`src/rtl/reg_writeback.sv`:
```
// Register-file writeback queue: 4-entry in-order FIFO feeding a registered write port.
// Define WB_BYPASS_EN to let a result offered while the queue is empty skip the queue.
module reg_writeback (
  input  logic        CLK,
  input  logic        RESET,
  input  logic        ResValid,
  input  logic [3:0]  ResAddr,
  input  logic [31:0] ResData,
  output logic        ResReady,
  output logic [3:0]  Waddr,
  output logic [31:0] Writedata,
  output logic        RegWr,
  input  logic [3:0]  Raddr1,
  input  logic [3:0]  Raddr2,
  output logic        Hazard1,
  output logic        Hazard2,
  output logic [2:0]  Count
);

  localparam int unsigned Depth = 4;

  typedef struct packed {
    logic [3:0]  addr;
    logic [31:0] data;
  } entry_t;

  entry_t      mem_q [Depth];
  entry_t      mem_d [Depth];
  logic [1:0]  head_q, head_d;
  logic [1:0]  tail_q, tail_d;
  logic [2:0]  count_q, count_d;
  logic [3:0]  waddr_q, waddr_d;
  logic [31:0] wdata_q, wdata_d;
  logic        regwr_q, regwr_d;

  logic push, pop, bypass, enq;

  assign ResReady = (count_q < 3'd4) && !RESET;
  assign push     = ResValid && ResReady;
  assign pop      = (count_q != 3'd0);

`ifdef WB_BYPASS_EN
  assign bypass = push && (count_q == 3'd0);
`else
  assign bypass = 1'b0;
`endif

  assign enq = push && !bypass;

  always_comb begin
    mem_d   = mem_q;
    head_d  = head_q;
    tail_d  = tail_q;
    count_d = count_q;
    waddr_d = waddr_q;
    wdata_d = wdata_q;
    regwr_d = 1'b0;

    if (pop) begin
      waddr_d = mem_q[head_q].addr;
      wdata_d = mem_q[head_q].data;
      regwr_d = 1'b1;
      head_d  = head_q + 2'd1;
    end else if (bypass) begin
      waddr_d = ResAddr;
      wdata_d = ResData;
      regwr_d = 1'b1;
    end

    if (enq) begin
      mem_d[tail_q] = '{addr: ResAddr, data: ResData};
      tail_d        = tail_q + 2'd1;
    end

    unique case ({enq, pop})
      2'b10:   count_d = count_q + 3'd1;
      2'b01:   count_d = count_q - 3'd1;
      default: count_d = count_q;
    endcase
  end

  always_ff @(posedge CLK) begin
    if (RESET) begin
      head_q  <= 2'd0;
      tail_q  <= 2'd0;
      count_q <= 3'd0;
      waddr_q <= 4'd0;
      wdata_q <= 32'd0;
      regwr_q <= 1'b0;
    end else begin
      head_q  <= head_d;
      tail_q  <= tail_d;
      count_q <= count_d;
      waddr_q <= waddr_d;
      wdata_q <= wdata_d;
      regwr_q <= regwr_d;
    end
  end

  // Storage needs no reset: occupancy is tracked solely by count_q.
  always_ff @(posedge CLK) begin
    mem_q <= mem_d;
  end

  // Only slots within count_q entries of the head are live.
  always_comb begin
    logic [1:0] idx;
    logic       live;
    Hazard1 = regwr_q && (waddr_q == Raddr1);
    Hazard2 = regwr_q && (waddr_q == Raddr2);
    for (int i = 0; i < Depth; i++) begin
      idx  = head_q + 2'(i);
      live = (3'(i) < count_q);
      if (live && (mem_q[idx].addr == Raddr1)) Hazard1 = 1'b1;
      if (live && (mem_q[idx].addr == Raddr2)) Hazard2 = 1'b1;
    end
  end

  assign Waddr     = waddr_q;
  assign Writedata = wdata_q;
  assign RegWr     = regwr_q;
  assign Count     = count_q;

endmodule
```
`config.mk`:
```
export PLATFORM = sky130hd
export DESIGN_NAME = reg_writeback
export DESIGN_NICKNAME = d
export VERILOG_FILES = /design/src/rtl/reg_writeback.sv
export SDC_FILE = /design/constraint.sdc
export NUM_CORES = 1
export LEC_CHECK = 0
export BUFFER_PORTS_ARGS = -buffer_cell sky130_fd_sc_hd__buf_2
export CAP_MARGIN = 25
export CORE_ASPECT_RATIO = 1.1
export CORE_MARGIN = 3
export CORE_UTILIZATION = 60
export DETAILED_ROUTE_END_ITERATION = 8
export MAX_ROUTING_LAYER = met4
export PLACE_DENSITY = 0.87
export SYNTH_ARGS = -nofsm -noshare
export SYNTH_HDL_FRONTEND = slang
export SYNTH_SLANG_ARGS = --single-unit
```
`constraint.sdc`:
```
create_clock -name CLK -period 5 [get_ports CLK]
set_clock_uncertainty 0.15 [all_clocks]
set_input_delay 0.5 -clock CLK [delete_from_list [all_inputs] [get_ports CLK]]
set_output_delay 0.5 -clock CLK [all_outputs]
set_load 0.005 [all_outputs]
```
==> results of run 1 <==
-- final cells by class --
type | count | area, sq um | share of cell area [%]
flip-flops and latches | 188 | 5210 | 59.0
multi-input cells | 267 | 2350 | 26.6
repair buffers | 93 | 495 | 5.61
clock buffers | 17 | 425 | 4.82
well taps | 154 | 193 | 2.18
clock inverters | 15 | 131 | 1.49
inverters | 6 | 22.5 | 0.255
diodes | 1 | 2.50 | 0.0283
-- metal layers --
metal / up-vias / wire, microns
li1: 1997 / -
met1: 2265 / 6320
met2: 156 / 8320
met3: 39 / 912
met4: 0 / 437
met5: - / 0
-- cell usage after synthesis, drive strengths merged (2+ instances only) --
cell type  count  area [sq um]
inv            6          22.5
nand4b         2          17.5
xnor2         16           140
nand4          5          31.3
a21oi         38           190
dfxtp         44           881
clkbuf        19          71.3
and3           4          25.0
mux2           5          56.3
ha             9           113
edfxtp       144          4320
nand3          3          15.0
or3            2          12.5
mux2i         12           120
buf           13           101
xor2          28           245
nand2         76           285
nor2          11          41.3
nor3           3          20.0
o21ai          2          10.0
mux4          42           950
-- how the worst min path moves through the flow --
stage	endpoint	slack [ns]
after global placement	Writedata[18]	0.29
final	mem_q[43]	0.14
after CTS	mem_q[120]	0.12
after floorplan	Writedata[0]	0.30
after detailed placement	Writedata[10]	0.29
after global routing	mem_q[43]	0.13
-- sequential cells by signal, indices dropped and copies added (netlist names) --
register / flops
Count: 3
RegWr: 1
Waddr: 4
mem_q: 144
tail_q: 2
head_q: 2
Writedata: 32
-- kinds of logic after synthesis --
kind of cell	after synthesis	synth area share [%]
flip-flops	188	67.2
AO/OA/AOI/OAI	44	3.01
buffers and inverters	38	2.52
adder cells (fa/ha/maj)	9	1.45
multiplexers	59	14.5
AND/OR/NAND/NOR	111	6.24
XOR/XNOR	44	4.98
-- per-stage QoR --
| stage | cells | util (%) | instance area (sq um) | hold WS [ns] | total power [uW] |
|---|---|---|---|---|---|
| finish | 741 | 71.8 | 8830 | 0.137 | 4930 |
| floorplan | 493 | - | 7740 | 0.298 | 3220 |
| CTS | 739 | 71.6 | 8800 | 0.122 | 4940 |
| global placement | 707 | 67.1 | 8250 | 0.287 | 3610 |
| global route | 740 | 71.8 | 8830 | 0.130 | 5180 |
| detailed placement | 707 | 67.1 | 8250 | 0.291 | 3670 |
-- report_power, final --
| part | internal, uW | switching (uW) |
|---|---|---|
| Combinational | 710 | 832 |
| Sequential | 1930 | 200 |
| Clock | 655 | 606 |
| Total | 3290 | 1640 |
==> impl_metrics.json, run 1 <==
{
  "cts-hold-fix-buffers": 0,
  "end_kind": "flip-flop",
  "post_cts_buffers": 0,
  "clock-sinks": 188,
  "track_usage_pct": 23.9,
  "drive_above_1_share_pct": 30.4,
  "grt_pass1_vias": 4677,
  "synthDistinctLibCells": 34,
  "crit_buf_inv": 2,
  "use_met2_pct": 38.9,
  "clock_path_buffers": 2,
  "area_delta_synth_final_pct": 14.1,
  "drt_iter0_markers": 297,
  "grt-ovfl-total": 0,
  "syn_area_per_cell_sq_um": 15.7,
  "tns_ns": 0,
  "timing.fmax_mhz": 309,
  "powerDensity_nw_per_um2": 558,
  "num_rows": 42,
  "syn-num-nets": 549,
  "synthCells": 493,
  "busiest_layer": "met2",
  "critPathMaxStageDelay_ns": 0.75,
  "core-area_sq_um": 12300,
  "relSlewSlack_pct": 32.7,
  "worstPathCellList": "inv_1, ha_1, nor2b_4, inv_1, ha_1, or3_1, a21oi_1",
  "pre_cts_ws_ns": 1.65,
  "min_period_over_period_pct": 64.7,
  "whs_path_depth": 1,
  "reg2reg_slack_ns": 1.76,
  "grt.met1_usage_pct": 29.0,
  "nNetsFinal": 629,
  "r2r_cells": 7,
  "clock_latency_ns": 0.42,
  "drt-total-wl_microns": 16000,
  "drc": 0,
  "layout_commonest_cell": "edfxtp_1",
  "crit_family": "simple AND/OR/NAND/NOR gates",
  "crit_fanout": 38,
  "die_w_microns": 114,
  "required_ns": 5.20,
  "gp_congestion": 0.886,
  "leakagePower_uw": 0.00318,
  "cts_buffers": 17,
  "layout_common_cells": "edfxtp_1 (144), buf_2 (89), nand2_1 (76)",
  "clkTransAtPathRegs_ns": 0.07,
  "place.detailed.hpwl_microns": 9450,
  "start_util_pct": 62.9,
  "worst_slew_pin_slew_ns": 1.01,
  "synth-edff-count": 144,
  "crit_type": "flip-flop to flip-flop",
  "routedWlPerCell_microns": 21.6,
  "drv_cap": 0,
  "ctsResizeCount": 0,
  "io_pins": 90,
  "yosysWarnings": 0,
  "fill_cells": 782,
  "worstHoldStart": "ResData[7]",
  "grt_util_met3_pct": 5.70,
  "ys_seq_area_share_pct": 67.2,
  "status": "finished clean",
  "ys.flop_type": "edfxtp_1",
  "yosys_register_bits": 188,
  "startpoint_type": "flip-flop",
  "ant_nets": 0,
  "rsz0062_at_grt": "no",
  "slew_violations": 0,
  "htreeDepth": 4,
  "cts_tree": "done",
  "critical_path.startpoint": "Count[0]",
  "die_h_microns": 125,
  "crit_end": "Count[2]",
  "setup_ws_ns": 1.76,
  "setup_viol": 0,
  "hold_class": "input pin to flip-flop",
  "crit_cells": 7,
  "syn_area_sq_um": 7740,
  "critPathSlowestCell": "nor2b_4",
  "async_flop_share_pct": 0,
  "viasPerCell": 6.01,
  "worst_r2r_endpoint": "Count[2]",
  "via_count": 4457,
  "dr.pass1.iters": 5,
  "ir_worst_vdd_v": 0.000367,
  "io_buffer_count": 89,
  "antenna_found_initial": 0,
  "cp.arrival_ns": 3.44,
  "r2r_start": "Count[0]",
  "cts-root-buf": "clkbuf_16",
  "min_period_ns": 3.24,
  "grt_pass1_wl_microns": 25100,
  "dieArea_sq_um": 14300,
  "hold_viol_final": 0,
  "grt_max_degree": 55
}
Note: power is estimated with default switching activity, not from simulation.
==> run 2: changes to the inputs <==
--- a/config.mk
+++ b/config.mk
@@ -9,10 +9,10 @@
 export CAP_MARGIN = 25
 export CORE_ASPECT_RATIO = 1.1
 export CORE_MARGIN = 3
-export CORE_UTILIZATION = 60
+export CORE_UTILIZATION = 52
 export DETAILED_ROUTE_END_ITERATION = 8
 export MAX_ROUTING_LAYER = met4
-export PLACE_DENSITY = 0.87
+export PLACE_DENSITY = 0.8
 export SYNTH_ARGS = -nofsm -noshare
 export SYNTH_HDL_FRONTEND = slang
 export SYNTH_SLANG_ARGS = --single-unit
==> constraint.sdc (replaced) <==
create_clock -name CLK -period 2.67 [get_ports CLK]
set_clock_uncertainty 0.15 [all_clocks]
set_input_delay 0.267 -clock CLK [delete_from_list [all_inputs] [get_ports CLK]]
set_output_delay 0.267 -clock CLK [all_outputs]
set_load 0.005 [all_outputs]
==> run 2 against run 1 <==
- cell count is 12% higher
- combinational power is 110% higher
- non-clock buffer count is 50 higher
- setup slack worse by 1.7 ns
- clock-buffer cell count is 2 higher
- via count is 3.2% higher
- design area is 6.9% higher
- utilization is 6.7 points lower
- flip-flop and latch count stayed put
- register-to-register slack worse by 1.3 ns
- die area is 15% higher
- largest cell class unchanged
==> impl_metrics.json, run 2 (same netlist as run 1, synthesis figures left out) <==
{
  "area_delta_synth_final_pct": 22.0,
  "slew_violations": 0,
  "dr.pass1.iters": 5,
  "drv_cap": 0,
  "grt_pass1_vias": 4937,
  "drt-total-wl_microns": 16300,
  "leakagePower_uw": 0.00341,
  "cts-root-buf": "clkbuf_16",
  "fill_cells": 1019,
  "grt_pass1_wl_microns": 26200,
  "via_count": 4598,
  "drive_above_1_share_pct": 31.1,
  "drt_iter0_markers": 362,
  "antenna_found_initial": 1,
  "utilization_pct": 65.1,
  "end_kind": "output port",
  "clock_path_buffers": 2,
  "rsz0062_at_grt": "no",
  "core-area_sq_um": 14500,
  "power_uw": 9580,
  "ir_worst_vdd_v": 0.000772,
  "hold_viol_final": 0,
  "tns_ns": 0,
  "fin_cells": 829,
  "die_h_microns": 134,
  "r2r_cells": 2,
  "htreeDepth": 4,
  "layout_commonest_cell": "edfxtp_1",
  "status": "finished clean",
  "reg2reg_slack_ns": 0.50,
  "die_w_microns": 122,
  "dp.cells": 753,
  "timing.fmax_mhz": 389,
  "place.detailed.hpwl_microns": 9660,
  "crit_fanout": 8,
  "powerDensity_nw_per_um2": 1010,
  "dieArea_sq_um": 16400,
  "cts_tree": "done",
  "track_usage_pct": 21.8,
  "setup_viol": 0,
  "min_period_ns": 2.57,
  "layout_common_cells": "edfxtp_1 (144), buf_2 (89), nand2_1 (76)",
  "clkTransAtPathRegs_ns": 0.07,
  "required_ns": 2.25,
  "routedWlPerCell_microns": 19.6,
  "top_register": "mem_q",
  "viasPerCell": 5.55,
  "worst_slew_pin_slew_ns": 1.01,
  "worst_r2r_endpoint": "mem_q[69]",
  "clock-sinks": 188,
  "drc": 0,
  "worstHoldEndpoint": "tail_q[1]",
  "min_period_over_period_pct": 96.2,
  "largest_register_ffs": 144,
  "whs_path_depth": 3,
  "cts_buffers": 17,
  "r2r_start": "Count[2]",
  "num_rows": 46,
  "gp_congestion": 0.960,
  "hold_class": "input pin to flip-flop",
  "start_util_pct": 53.4,
  "relSlewSlack_pct": 32.8,
  "nNetsFinal": 679,
  "io_buffer_count": 89,
  "worstHoldStart": "ResValid",
  "ant_nets": 0,
  "io_pins": 90,
  "cp.arrival_ns": 2.15,
  "grt_max_degree": 45,
  "startpoint_type": "flip-flop",
  "clock_latency_ns": 0.43,
  "crit_type": "flip-flop to output port",
  "grt-ovfl-total": 0
}
[run 2: worst max-delay path, cell delays in order, from the launching register on]
cell	delay, ns
dfxtp_4	0.42
mux4_2	0.56
xnor2_1	0.14
and4_1	0.22
a21oi_2	0.14
nand4_1	0.10
buf_2	0.15
[run 2: what timing repair did]
| action | in CTS | in global routing |
|---|---|---|
| buffers inserted | 1 | 6 |
| gates cloned | 0 | 0 |
| endpoints found under the setup margin | 2 | 2 |
| resized for setup | 2 | 11 |
| pin swaps | 0 | 1 |
| hold buffers | 36 | 0 |
| endpoints found under the hold margin | 144 | 0 |
[run 2: how the worst max path moves through the flow]
stage	endpoint	from	depth (start not counted)	slack, ns
global route	Hazard2	head_q[0]	7	0.004
floorplan	Count[2]	Count[0]	8	0.48
detailed placement	Hazard2	head_q[1]	6	0.40
CTS	Hazard1	head_q[1]	6	0.001
global placement	Hazard1	head_q[1]	6	0.43
finish	Hazard1	head_q[1]	6	0.10
[run 2: report_power, final]
group	switching, uW	total, uW	internal, uW
Sequential	296	3910	3610
Combinational	1680	3190	1510
Clock	1070	2480	1400
Total	3050	9580	6520
[run 2: final cells by class]
class	count	area, sq um	area share [%]
inverter	6	22.5	0.239
clock inverter	13	140	1.48
antenna	1	2.50	0.0265
timing repair buffer	143	1010	10.7
sequential	188	5210	55.2
multi-input combinational	267	2380	25.2
tap	192	240	2.54
clock buffer	19	443	4.69
[run 2: metrics by stage]
| step | cell area [sq um] | hold slack [ns] | setup WS, ns |
|---|---|---|---|
| 2_1_floorplan | 7740 | 0.216 | 0.476 |
| 4_1_cts | 9350 | 0.134 | 0.00133 |
| 3_5_place_dp | 8390 | 0.294 | 0.400 |
| 5_1_grt | 9440 | 0.181 | 0.00395 |
| 3_3_place_gp | 8390 | 0.287 | 0.429 |
| 6_report | 9440 | 0.156 | 0.101 |
[run 2: layer usage]
metal / GRT usage, % / wire [microns]
met2: 36.0 / 8700
met5: - / 0
met4: 7.59 / 241
met3: 5.10 / 996
met1: 26.5 / 6350
